--- src/rtl/pipe_ctrl.sv ---
// rtl/pipe_ctrl.sv - pipeline hazard/redirect controller: stall vector, branch and exception redirect
// Optional stall-cycle performance counter enabled by defining PIPE_CTRL_PERF_CNT_EN.
module pipe_ctrl (
  input  logic        clk,
  input  logic        rst,
  input  logic        stallreq_if,
  input  logic        stallreq_id,
  input  logic        stallreq_ex,
  input  logic        stallreq_mem,
  input  logic        branch_flag,
  input  logic [31:0] branch_target,
  input  logic        exc_flag,
  input  logic [31:0] exc_vector,
  output logic [5:0]  stall,
  output logic        flush_id,
  output logic        flush_all,
  output logic        new_pc_valid,
  output logic [31:0] new_pc,
  output logic        busy
`ifdef PIPE_CTRL_PERF_CNT_EN
  ,
  output logic [31:0] stall_cycles
`endif
);

  typedef enum logic [1:0] {
    RUN       = 2'b00,
    EXC_FLUSH = 2'b01,
    REFILL    = 2'b10
  } state_t;

  state_t      state_q, state_d;
  logic [1:0]  cnt_q, cnt_d;
  logic        pend_q, pend_d;
  logic [31:0] tgt_q, tgt_d;
  logic [31:0] vec_q, vec_d;

  logic [5:0]  stall_req;
  logic [5:0]  stall_c;
  logic        flush_id_c, flush_all_c, new_pc_valid_c, busy_c;
  logic [31:0] new_pc_c;

  always_comb begin
    if (stallreq_mem)      stall_req = 6'b011111;
    else if (stallreq_ex)  stall_req = 6'b001111;
    else if (stallreq_id)  stall_req = 6'b000111;
    else if (stallreq_if)  stall_req = 6'b000011;
    else                   stall_req = 6'b000000;
  end

  always_comb begin
    state_d        = state_q;
    cnt_d          = cnt_q;
    pend_d         = pend_q;
    tgt_d          = tgt_q;
    vec_d          = vec_q;
    stall_c        = stall_req;
    flush_id_c     = 1'b0;
    flush_all_c    = 1'b0;
    new_pc_valid_c = 1'b0;
    new_pc_c       = 32'h0;
    busy_c         = (state_q != RUN) || pend_q;

    case (state_q)
      RUN: begin
        // A pending branch yields to an exception in the same cycle; a fresh branch does not.
        if (pend_q) begin
          if (!stall_req[2] && !exc_flag) begin
            flush_id_c     = 1'b1;
            new_pc_valid_c = 1'b1;
            new_pc_c       = tgt_q;
            pend_d         = 1'b0;
          end
        end else if (branch_flag) begin
          if (!stall_req[2]) begin
            flush_id_c     = 1'b1;
            new_pc_valid_c = 1'b1;
            new_pc_c       = branch_target;
          end else begin
            pend_d = 1'b1;
            tgt_d  = branch_target;
            busy_c = 1'b1;
          end
        end
        if (exc_flag) begin
          vec_d   = exc_vector;
          pend_d  = 1'b0;
          state_d = EXC_FLUSH;
        end
      end
      EXC_FLUSH: begin
        stall_c        = 6'b000000;
        flush_all_c    = 1'b1;
        new_pc_valid_c = 1'b1;
        new_pc_c       = vec_q;
        cnt_d          = 2'd2;
        state_d        = REFILL;
      end
      REFILL: begin
        // Refill only progresses while the front end is actually advancing.
        if (!stall_req[1]) begin
          if (cnt_q <= 2'd1) begin
            cnt_d   = 2'd0;
            state_d = RUN;
          end else begin
            cnt_d = cnt_q - 2'd1;
          end
        end
      end
      default: begin
        state_d = RUN;
        cnt_d   = 2'd0;
      end
    endcase
  end

  always_ff @(posedge clk) begin
    if (!rst) begin
      state_q <= RUN;
      cnt_q   <= 2'd0;
      pend_q  <= 1'b0;
      tgt_q   <= 32'h0;
      vec_q   <= 32'h0;
    end else begin
      state_q <= state_d;
      cnt_q   <= cnt_d;
      pend_q  <= pend_d;
      tgt_q   <= tgt_d;
      vec_q   <= vec_d;
    end
  end

  assign stall        = rst ? stall_c        : 6'b000000;
  assign flush_id     = rst & flush_id_c;
  assign flush_all    = rst & flush_all_c;
  assign new_pc_valid = rst & new_pc_valid_c;
  assign new_pc       = rst ? new_pc_c       : 32'h0;
  assign busy         = rst & busy_c;

`ifdef PIPE_CTRL_PERF_CNT_EN
  logic [31:0] stall_cycles_q, stall_cycles_d;

  always_comb begin
    stall_cycles_d = stall_cycles_q;
    if (stall[0]) stall_cycles_d = stall_cycles_q + 32'd1;
  end

  always_ff @(posedge clk) begin
    if (!rst) stall_cycles_q <= 32'h0;
    else      stall_cycles_q <= stall_cycles_d;
  end

  assign stall_cycles = rst ? stall_cycles_q : 32'h0;
`endif

endmodule

--- config.mk ---
export PLATFORM = sky130hd
export DESIGN_NAME = pipe_ctrl
export DESIGN_NICKNAME = d
export VERILOG_FILES = /design/src/rtl/pipe_ctrl.sv
export SDC_FILE = /design/constraint.sdc
export NUM_CORES = 1
export LEC_CHECK = 0
export BUFFER_PORTS_ARGS = -buffer_cell sky130_fd_sc_hd__buf_2
export CORE_MARGIN = 10
export CORE_UTILIZATION = 46
export DETAILED_ROUTE_END_ITERATION = 8
export HOLD_SLACK_MARGIN = 0.12
export PLACE_DENSITY = 0.77
export SLEW_MARGIN = 40
export SYNTH_ARGS = -nofsm -noshare
export SYNTH_HDL_FRONTEND = slang
export SYNTH_SLANG_ARGS = --single-unit
--- constraint.sdc ---
create_clock -name clk -period 1.5 [get_ports clk]
set_input_delay 0.075 -clock clk [delete_from_list [all_inputs] [get_ports clk]]
set_output_delay 0.075 -clock clk [all_outputs]
set_load 0.02 [all_outputs]
# --- Word-level counts from Yosys, hierarchy flattened ---
# Cells that the tools add are included.
classes:
  muxes: 35
  n_reduce_logical: 10
  add_sub_neg: 1
  eq_ne: 5
  bitwise: 6
  n_lt_le_gt_ge: 1
ops:
  columns: ["operator", "count"]
  rows:
  - ["32-bit two-way mux", 5]
  - ["32-bit case mux with 2 select lines", 1]
  - ["1-bit two-way mux", 15]
  - ["2-bit two-way mux", 6]
  - ["6-bit two-way mux", 2]
  - ["2-bit case mux with 3 select lines", 2]
  - ["2-bit != test, second input constant", 3]
  - ["5-bit two-way mux", 1]
  - ["1-bit bitwise AND", 4]
  - ["4-bit two-way mux", 1]
  - ["2-bit AND reduction", 2]
  - ["4-bit AND reduction", 1]
  - ["3-bit two-way mux", 1]
  - ["3-bit AND reduction", 1]
  - ["2-bit by 1-bit equality test with 1-bit output, second input constant", 1]
  - ["2-bit equality test, second input constant", 1]
  - ["2-bit by 1-bit <= comparator with 1-bit output, second input constant", 1]
  - ["1-bit logical NOT", 2]
  - ["2-bit logical NOT", 1]
  - ["1-bit inverter", 2]
  - ["1-bit case mux with 2 select lines", 1]
  - ["2-bit nonzero test", 1]
  - ["2-bit by 1-bit subtractor with 2-bit output, second input constant", 1]
  - ["1-bit logical AND", 1]
  - ["1-bit logical OR", 1]
totals:
  regBits: 69
  output_inout_bits: 42
  in_bits: 72

# --- Longest topological paths before layout ---
# Gate-level depths: netlist (run 1).
depth:
  ltp_word: 10
  ltp_mapped: 9

# --- Worst setup path before layout (run 1) ---
# OpenSTA, ideal clock, no wires.
synth_path:
  kind: "register to output"
  start: "register state_q[0]"
  end: "output port new_pc[21]"
  t_arrival_ns: 1.736
  path_buffers: 2
  stages_incl_launch_ff: 7
  t_required_ns: 1.425
  setup_slack_ns: -0.311
  path_cell_list: "dfxtp_1 inv_1 ha_1 buf_2 nand2_1 clkdlybuf4s50_2 o21ai_1"
synth_between:
  elab_chain_len: 3
  word_cells_on_any_way: 4
  classes_between: "eq/ne (1); mux (2); reduce/logical (1)"
synth_rtl:
  columns: ["element", "line_no", "text"]
  rows:
  - ["start: declaration", "32", "state_t state_q, state_d;"]
  - ["start signal: assignment", "125", "state_q <= state_d;"]
  - ["2-bit by 1-bit equality test with 1-bit output / 2-bit logical NOT (equally long branches)", "64", "case (state_q)"]
  - ["32-bit case mux with 2 select lines (*)", "64", null]
  - ["32-bit two-way mux (*)", "137", "assign new_pc = rst ? new_pc_c : 32'h0;"]
  - ["end: declaration", "18", "output logic [31:0] new_pc,"]
# Mark *: on every way between the ends. The rest lies on a longest branch, timed or not.

# --- Final worst setup path (run 1) ---
layout_path:
  start: "register pend_q"
  end: "output port new_pc[25]"
layout_between:
  elab_chain_len: 3
layout_rtl:
  columns: ["element", "line_no", "text"]
  rows:
  - ["start: declaration", "34", "logic pend_q, pend_d;"]
  - ["start signal: assignment", "127", "pend_q <= pend_d;"]
  - ["32-bit two-way mux", "67", "if (pend_q) begin"]
  - ["32-bit case mux with 2 select lines", "64", null]
  - ["32-bit two-way mux", "137", null]
# Every way passes these cells.

==> impl_metrics.env, run 1 <==
export IMPL_max_freq_mhz=581
export IMPL_grt_overflow_total=0
export IMPL_ys_ff_latch=69
export IMPL_setup_violations=55
export IMPL_crit_type="register to output port"
export IMPL_synth_yosys_seq_area_share=0.397
export IMPL_start_kind="register"
export IMPL_tightestPinTransition_ns=0.542
export IMPL_comb_power_share=0.275
export IMPL_wl_met2_um=7440
export IMPL_cts_tree="yes"
export IMPL_mostFrequentLayoutCells="nand2_1 (119), buf_2 (71), dfxtp_1 (66), dlygate4sd3_1 (66), buf_6 (48)"
export IMPL_htreeDepth=3
export IMPL_power_frac_seq=0.369
export IMPL_syn_nets=528
export IMPL_drive_gt1_frac=0.397
export IMPL_ir_worst_vdd_mv=0.787
export IMPL_p_int_uw=4010
export IMPL_layout_commonest_cell="nand2_1"
export IMPL_grt_pass1_wl_um=20200
export IMPL_grt_pass1_vias=4090
export IMPL_leakage_uw=0.00239
export IMPL_critical_path_required_ns=1.42
export IMPL_final_setup_worst_slack_ns=-0.222
export IMPL_die_w_um=107
export IMPL_cp_end_kind="output port"
export IMPL_die_h_um=107
export IMPL_fillCellCount=394
export IMPL_hold_class="input pin to register"
export IMPL_path_clk_slew_ns=0.08
export IMPL_cts_root_buf="clkbuf_8"
export IMPL_crit_fanout=6
export IMPL_stdcell_area_sq_um=5970
export IMPL_post_route_util=0.818
export IMPL_status="complete, but fails checks"
export IMPL_switchingPower_uw=1670
export IMPL_yosysWarnings=0
export IMPL_p_per_area_nw_per_um2=952
export IMPL_grt_antenna_before_repair=2
export IMPL_post_route_min_period_ns=1.72
export IMPL_cts_max_path_buffers=2
export IMPL_antenna_left=0
export IMPL_rsz0062_at_grt="yes"
export IMPL_synth_edff_count=0
export IMPL_rows=31
export IMPL_finalCritPeriodShare=1.15
export IMPL_post_dp_hpwl_um=7290
export IMPL_drc_errors=0
export IMPL_drt_initial_drc_count=392
export IMPL_insertion_delay_ns=0.34
export IMPL_top_layer="met4"
export IMPL_violations="negative setup slack"
export IMPL_synthArstFlopShare=0
export IMPL_arrival_ns=1.65
export IMPL_dr_wl_met3_um=1080
export IMPL_slew_violations=0
export IMPL_synth_area_sq_um=3480
export IMPL_synth_cell_types=38
export IMPL_vias_per_cell=5.79
export IMPL_vias=4308
export IMPL_clkSinkCount=69
export IMPL_synth_avg_cell_area_sq_um=7.71
export IMPL_grt_usage=0.216
export IMPL_clock_skew_ns=0.00510
export IMPL_port_buffers=112
export IMPL_netSwitchingFraction=0.293
export IMPL_io_pins=114
export IMPL_die_area_sq_um=11500
export IMPL_coreArea_sq_um=7290
export IMPL_cts_made_buffers=9
export IMPL_whs_ns=0.243
export IMPL_hold_viol=0
export IMPL_area_growth_pct=71.3
export IMPL_wl_met1_um=5680
export IMPL_finalNetCount=714
export IMPL_synth_cells=452
export IMPL_drv_cap=0
export IMPL_start_util=0.478
export IMPL_slew_headroom=0.639
export IMPL_firstDrtPassIters=5
export IMPL_drt_wl_total_um=14900
export IMPL_place_congestion=0.812
export IMPL_clock_power_share=0.357
export IMPL_grt_max_degree=60
export IMPL_wl_per_cell_um=20.0
export IMPL_synthFlopType="dfxtp_1"
export IMPL_placed_area_sq_um=4250
worst paths after layout:
path / startpoint / endpoint / slack (ns) / cells past startpoint
min reg2reg: tgt_q[9] / tgt_q[9] / 0.46 / 2
min: stallreq_if / cnt_q[1] / 0.24 / 4
max reg2reg: state_q[1] / tgt_q[3] / -0.07 / 7
max: pend_q / new_pc[25] / -0.22 / 6
critical path, cell delays in order, from the launching register on:
cell and delay [ns]:
dfxtp_4 0.37, nor3b_4 0.27, buf_6 0.16, buf_6 0.13
a22oi_1 0.09, o21ai_2 0.14, buf_6 0.14
routing by layer:
metal | GRT usage | up-vias
met5 | 0 | -
met4 | 0.105 | 0
met3 | 0.0455 | 67
met2 | 0.379 | 258
met1 | 0.242 | 2051
li1 | - | 1932
cells by family (layout without fill, tap and decap cells):
logic type	after synthesis	in the layout	synth area share
buffers and inverters	47	238	0.0934
other	1	3	0.00108
and+or+nand+nor	191	191	0.237
DFF	69	69	0.397
adders and majority gates	4	4	0.0144
AOI/OAI and AO/OA	140	140	0.258
layout make-up:
| type | instances | area, sq um | area share |
|---|---|---|---|
| repair buffers | 218 | 2030 | 0.340 |
| clock buffers | 10 | 128 | 0.0214 |
| inverters | 4 | 17.5 | 0.00294 |
| well taps | 99 | 124 | 0.0208 |
| flip-flops and latches | 69 | 1390 | 0.232 |
| diodes | 2 | 5.00 | 0.000839 |
| clock inverters | 6 | 134 | 0.0224 |
| multi-input cells | 336 | 2140 | 0.359 |
state kept, by name, indices dropped and copies added, names as in the netlist:
register and count:
cnt_q 2, pend_q 1, state_q 2, tgt_q 32
vec_q 32
through the flow:
step / setup WS (ns) / TNS, ns / std cells / total power (uW)
after detailed placement: -0.0956 / -2.27 / 645 / 3080
after global routing: -0.290 / -11.28 / 744 / 5850
after floorplan: 0.00267 / 0 / 452 / 2760
after global placement: -0.0639 / -0.695 / 645 / 3060
after CTS: -0.175 / -4.34 / 735 / 5430
final: -0.222 / -6.78 / 744 / 5680
synth_stat cells, types with 2 or more instances:
cell,count,area [sq um]
o21ai_0,17,85.1
nand3_1,33,165
o21ai_2,2,17.5
and2_1,3,18.8
nor2b_1,3,18.8
nand2_1,134,503
dlygate4sd1_1,2,17.5
nand4_1,2,12.5
clkdlybuf4s50_2,2,22.5
a21boi_0,33,248
inv_1,4,15.0
a21oi_1,2,10.0
buf_4,5,37.5
buf_6,11,124
buf_2,2,10.0
clkbuf_8,2,27.5
o21ai_1,49,245
buf_1,3,11.3
ha_1,4,50.1
a22oi_1,32,240
clkbuf_1,16,60.1
dfxtp_1,69,1380
nor2_1,7,26.3
power groups by stage:
stage	Combinational (uW)	Clock (uW)	Sequential [uW]
after floorplan	668	0	2090
after global placement	952	0	2110
after detailed placement	970	0	2110
after CTS	1320	2030	2080
after global routing	1640	2090	2110
final	1560	2020	2100
what timing repair did:
action,in CTS,in global routing
resized for setup,110,74
endpoints found under the hold margin,65,1
setup buffers,6,2
pin swaps,3,6
hold buffers,65,1
setup endpoints to repair,98,102
cloned,3,5
(Power assumes the default switching activity.)
==> inputs of run 2 (changes only) <==
BUFFER_PORTS_ARGS = default   (was -buffer_cell sky130_fd_sc_hd__buf_2)
CORE_UTILIZATION = 55   (was 46)
DONT_BUFFER_PORTS = 1   (was default)
PLACE_DENSITY = 0.73   (was 0.77)
==> impl_metrics.env, run 2 (synthesis results as in run 1) <==
export IMPL_worst_path_buf_inv=2
export IMPL_rows=28
export IMPL_vias_per_cell=6.85
export IMPL_layout_commonest_cell="nand2_1"
export IMPL_cp_end_kind="output port"
export IMPL_start_kind="register"
export IMPL_area_growth_pct=63.7
export IMPL_switchingPower_uw=1770
export IMPL_clkSinkCount=69
export IMPL_status="complete, but fails checks"
export IMPL_cp_slowest_cell="dfxtp_2"
export IMPL_rsz0062_at_grt="yes"
export IMPL_dp_cells=508
export IMPL_rr_worst_depth=7
export IMPL_crit_fanout=8
export IMPL_grt_antenna_before_repair=1
export IMPL_die_h_um=99.6
export IMPL_holdPathStages=1
export IMPL_post_route_util=0.946
export IMPL_critical_path_required_ns=1.42
export IMPL_slowest_delay_ns=0.35
export IMPL_port_buffers=0
export IMPL_whs_ns=-0.144
export IMPL_grt_overflow_total=0
export IMPL_comb_power_share=0.282
export IMPL_drt_initial_drc_count=614
export IMPL_post_dp_hpwl_um=6490
export IMPL_clock_power_share=0.318
export IMPL_power_frac_seq=0.400
export IMPL_path_cells="nor3b_4, buf_4, clkbuf_16, a22oi_1, o21ai_2"
export IMPL_rrSetupSlack_ns=-0.13
export IMPL_cts_max_path_buffers=2
export IMPL_antenna_left=0
export IMPL_start_util=0.578
export IMPL_die_area_sq_um=9920
export IMPL_io_pins=114
export IMPL_path_clk_slew_ns=0.10
export IMPL_vias=4391
export IMPL_insertion_delay_ns=0.37
export IMPL_r2r_end="tgt_q[13]"
export IMPL_wl_per_cell_um=26.9
export IMPL_cts_tree="yes"
export IMPL_finalCritPeriodShare=1.15
export IMPL_drv_cap=0
export IMPL_hold_viol=63
export IMPL_dpl_worst_slack_ns=0.0401
export IMPL_instances_no_fill=641
export IMPL_grt_usage=0.240
export IMPL_coreArea_sq_um=6030
export IMPL_max_freq_mhz=578
export IMPL_fillCellCount=166
export IMPL_p_int_uw=3540
export IMPL_grt_pass1_vias=3781
export IMPL_cts_made_buffers=9
export IMPL_clock_skew_ns=0.0237
export IMPL_finalNetCount=636
export IMPL_crit_type="register to output port"
export IMPL_fin_setup_tns_ns=-7.59
export IMPL_die_w_um=99.6
export IMPL_top_regs="tgt_q (32), vec_q (32)"
export IMPL_firstDrtPassIters=6
export IMPL_p_per_area_nw_per_um2=932
export IMPL_final_setup_worst_slack_ns=-0.229
export IMPL_grt_pass1_wl_um=19400
export IMPL_hold_class="input pin to register"
export IMPL_cts_root_buf="clkbuf_8"
export IMPL_cp_num_cells=5
export IMPL_post_route_min_period_ns=1.73
export IMPL_violations="negative hold slack, negative setup slack"
export IMPL_drt_wl_total_um=17200
export IMPL_critPathCapture="new_pc[28]"
export IMPL_cp_top_family="compound AO/OA/AOI/OAI gates"
export IMPL_leakage_uw=0.00203
export IMPL_drc_errors=0
export IMPL_grt_max_degree=109
export IMPL_p_total_uw=5310
export IMPL_cp_startpoint="pend_q"
export IMPL_netSwitchingFraction=0.333
export IMPL_slew_violations=0
export IMPL_place_congestion=0.871
export IMPL_mostFrequentLayoutCells="nand2_1 (123), dlygate4sd3_1 (93), dfxtp_1 (66)"
export IMPL_worstReg2RegStart="state_q[0]"
export IMPL_htreeDepth=3
export IMPL_arrival_ns=1.65
export IMPL_setup_violations=68
export IMPL_drive_gt1_frac=0.280
export IMPL_ir_worst_vdd_mv=0.807
-- run 2: cell count changes in the layout (fill, tap and decap cells not counted), moves of 9 or more --
cell,delta
a22oi_1,-9
a22oi_2,+9
buf_2,-71
buf_6,-36
dlygate4sd3_1,+27
nand2_2,-10
nand3_1,-9
nand3_2,+10
o21ai_2,-22
o21ai_4,+22
-- run 2: worst min-delay path by stage --
stage / from / endpoint / slack [ns]
after floorplan: branch_target[10] / tgt_q[10] / 0.21
final: rst / vec_q[22] / -0.14
after detailed placement: branch_target[11] / tgt_q[11] / 0.21
after global placement: branch_target[5] / tgt_q[5] / 0.21
after CTS: rst / vec_q[21] / -0.12
after global routing: rst / vec_q[23] / -0.14
-- run 2: power by group through the flow --
stage | sequential (uW) | clock, uW | combinational [uW]
detailed placement | 2110 | 0 | 783
floorplan | 2090 | 0 | 668
global route | 2130 | 1710 | 1550
global placement | 2100 | 0 | 758
CTS | 2080 | 1580 | 1090
finish | 2130 | 1690 | 1500
-- run 2: metrics by stage --
| step | hold slack (ns) | cell area (sq um) |
|---|---|---|
| after floorplan | 0.205 | 3630 |
| after global placement | 0.208 | 3680 |
| after detailed placement | 0.214 | 3680 |
| after CTS | -0.123 | 5190 |
| after global routing | -0.142 | 5700 |
| final | -0.144 | 5700 |
-- run 2: final cells by class --
class / count / area, sq um / area share
diodes: 1 / 2.50 / 0.000439
clock buffers: 13 / 159 / 0.0279
clock inverters: 3 / 43.8 / 0.00768
inverters: 4 / 22.5 / 0.00395
multi-input cells: 337 / 2380 / 0.417
flip-flops and latches: 69 / 1390 / 0.244
well taps: 75 / 93.8 / 0.0165
repair buffers: 139 / 1610 / 0.283
-- run 2: repair_timing --
item                       4_1_cts  5_1_grt
pin swaps                       19       35
buffers inserted                 4        6
gates resized for setup         63       59
hold buffers                    90        4
hold endpoints to repair        69       69
gates cloned                     3       12
setup endpoints to repair       46       79
-- run 2: layer usage --
metal  part of all wire  up-vias  GRT usage
li1                   -     1771          -
met4              0.065        0     0.0981
met5                  0        -          0
met3               0.12      119     0.0761
met1               0.33     2059      0.262
met2               0.48      442      0.419
==> inputs of run 3 (changes only) <==
BUFFER_PORTS_ARGS = -buffer_cell sky130_fd_sc_hd__buf_2   (was default)
CORE_UTILIZATION = 46   (was 55)
DONT_BUFFER_PORTS = default   (was 1)
PLACE_DENSITY = 0.77   (was 0.73)
REMOVE_ABC_BUFFERS = 1   (was default)
SLEW_MARGIN = default   (was 40)
==> impl_metrics.env, run 3 (synthesis results as in run 1) <==
export IMPL_drt_initial_drc_count=328
export IMPL_path_clk_slew_ns=0.07
export IMPL_grt_pass1_vias=3957
export IMPL_rsz0062_at_grt="yes"
export IMPL_drv_cap=0
export IMPL_cp_end_kind="output port"
export IMPL_use_met3=0.0479
export IMPL_slew_violations=0
export IMPL_critical_path_required_ns=1.42
export IMPL_firstDrtPassIters=5
export IMPL_io_pins=114
export IMPL_setup_violations=71
export IMPL_drive_gt1_frac=0.375
export IMPL_grt_pass1_wl_um=19500
export IMPL_finalNetCount=724
export IMPL_mostFrequentLayoutCells="nand2_1 (132), buf_2 (71), dlygate4sd3_1 (67)"
export IMPL_placed_area_sq_um=4080
export IMPL_cts_root_buf="clkbuf_8"
export IMPL_start_kind="register"
export IMPL_drc_errors=0
export IMPL_fillCellCount=461
export IMPL_clock_skew_ns=0.0112
export IMPL_r2r_end="tgt_q[3]"
export IMPL_layout_commonest_cell="nand2_1"
export IMPL_status="complete, but fails checks"
export IMPL_critPathCapture="new_pc[31]"
export IMPL_slew_headroom=0.600
export IMPL_coreArea_sq_um=7290
export IMPL_leakage_uw=0.00236
export IMPL_area_growth_pct=67.1
export IMPL_grt_usage=0.206
export IMPL_hold_class="input pin to register"
export IMPL_htreeDepth=3
export IMPL_port_buffers=112
export IMPL_clkSinkCount=69
export IMPL_grt_max_degree=57
export IMPL_grt_antenna_before_repair=1
export IMPL_vias_per_cell=5.54
export IMPL_insertion_delay_ns=0.34
export IMPL_multi_input_area_sq_um=2070
export IMPL_drt_wl_total_um=14000
export IMPL_dpl_worst_slack_ns=-0.0651
export IMPL_gr_usage_met1=0.249
export IMPL_p_per_area_nw_per_um2=906
export IMPL_cts_max_path_buffers=2
export IMPL_rr_worst_depth=8
export IMPL_antenna_left=0
export IMPL_violations="negative setup slack"
export IMPL_hold_viol=0
export IMPL_rows=31
export IMPL_die_area_sq_um=11500
export IMPL_crit_fanout=8
export IMPL_cts_tree="yes"
export IMPL_grt_overflow_total=0
export IMPL_vias=4171
export IMPL_worstReg2RegStart="state_q[1]"
export IMPL_busiest_layer="met2"
export IMPL_stdcell_area_sq_um=5820
export IMPL_place_congestion=0.746
export IMPL_cts_made_buffers=9
export IMPL_use_met2=0.351
export IMPL_cp_startpoint="pend_q"
export IMPL_finalCritPeriodShare=1.16
export IMPL_post_route_min_period_ns=1.75
export IMPL_start_util=0.478
export IMPL_top_regs="tgt_q (32), vec_q (32)"
export IMPL_crit_type="register to output port"
export IMPL_rrSetupSlack_ns=-0.11
export IMPL_die_w_um=107
export IMPL_post_dp_hpwl_um=7090
export IMPL_tightestPinTransition_ns=0.599
export IMPL_die_h_um=107
export IMPL_holdPathStages=3
export IMPL_wl_per_cell_um=18.6
export IMPL_ff_latch_area_sq_um=1390
export IMPL_ir_worst_vdd_mv=0.552
export IMPL_final_setup_worst_slack_ns=-0.245
export IMPL_max_freq_mhz=573
export IMPL_arrival_ns=1.67
-- run 3: changes by cell type in the layout (fill, tap and decap cells not counted), moves of 8 or more --
| cell | change |
|---|---|
| a22oi_2 | -13 |
| dlygate4sd3_1 | -26 |
| o21ai_4 | -23 |
| buf_2 | +71 |
| a22oi_1 | +13 |
| o21ai_2 | +8 |
| nand2_1 | +9 |
| o21ai_1 | +22 |
| buf_6 | +10 |
| buf_4 | +35 |
-- run 3: layout make-up --
cell class | instances | area share
antenna | 1 | 0.000430
clock buffer | 11 | 0.0260
clock inverter | 5 | 0.00989
inverter | 4 | 0.00301
multi-input combinational | 337 | 0.355
sequential | 69 | 0.238
tap | 99 | 0.0213
timing repair buffer | 227 | 0.346
-- run 3: what timing repair did --
action                                  in CTS  in global routing
gates cloned                                 5                 11
resized for setup                           94                 77
endpoints found under the setup margin      83                 78
pin swaps                                    6                 38
hold buffers                                67                  0
hold endpoints to repair                    66                  0
setup buffers                                4                  7
-- run 3: worst min-delay path by stage --
stage | startpoint | to | slack, ns
after detailed placement | branch_target[0] | tgt_q[0] | 0.32
after floorplan | branch_target[10] | tgt_q[10] | 0.21
after CTS | rst | cnt_q[0] | 0.12
final | rst | cnt_q[0] | 0.18
after global placement | branch_target[8] | tgt_q[8] | 0.31
after global routing | branch_flag | pend_q | 0.19
-- run 3: report_power, final --
part | total [uW] | switching, uW | internal (uW)
sequential | 2080 | 91.8 | 1990
combinational | 1580 | 799 | 784
clock | 1610 | 746 | 863
-- run 3: per-stage QoR --
step           hold WS (ns)  total power, uW   util  std cells  setup TNS (ns)
3_5_place_dp          0.319             3020  0.559        644           -2.28
5_1_grt               0.193             5490  0.798        753          -12.58
2_1_floorplan         0.205             2550      -        409          -23.12
3_3_place_gp          0.310             2990  0.559        644          -0.409
6_report              0.179             5270  0.798        753           -8.81
4_1_cts               0.120             4940  0.729        736           -6.87
-- run 3: layer usage --
layer	routed length [um]	part of all wire	vias to the layer above
met3	1040	0.074	20
li1	-	-	1948
met5	0	0	-
met4	201	0.014	0
met1	5720	0.41	1991
met2	7070	0.50	212
-- run 3: critical path, stage by stage, from the launching register on --
cell,delay [ns]
dfxtp_4,0.37
nor3b_4,0.23
buf_4,0.18
buf_6,0.14
a22oi_1,0.08
o21ai_1,0.16
buf_4,0.17
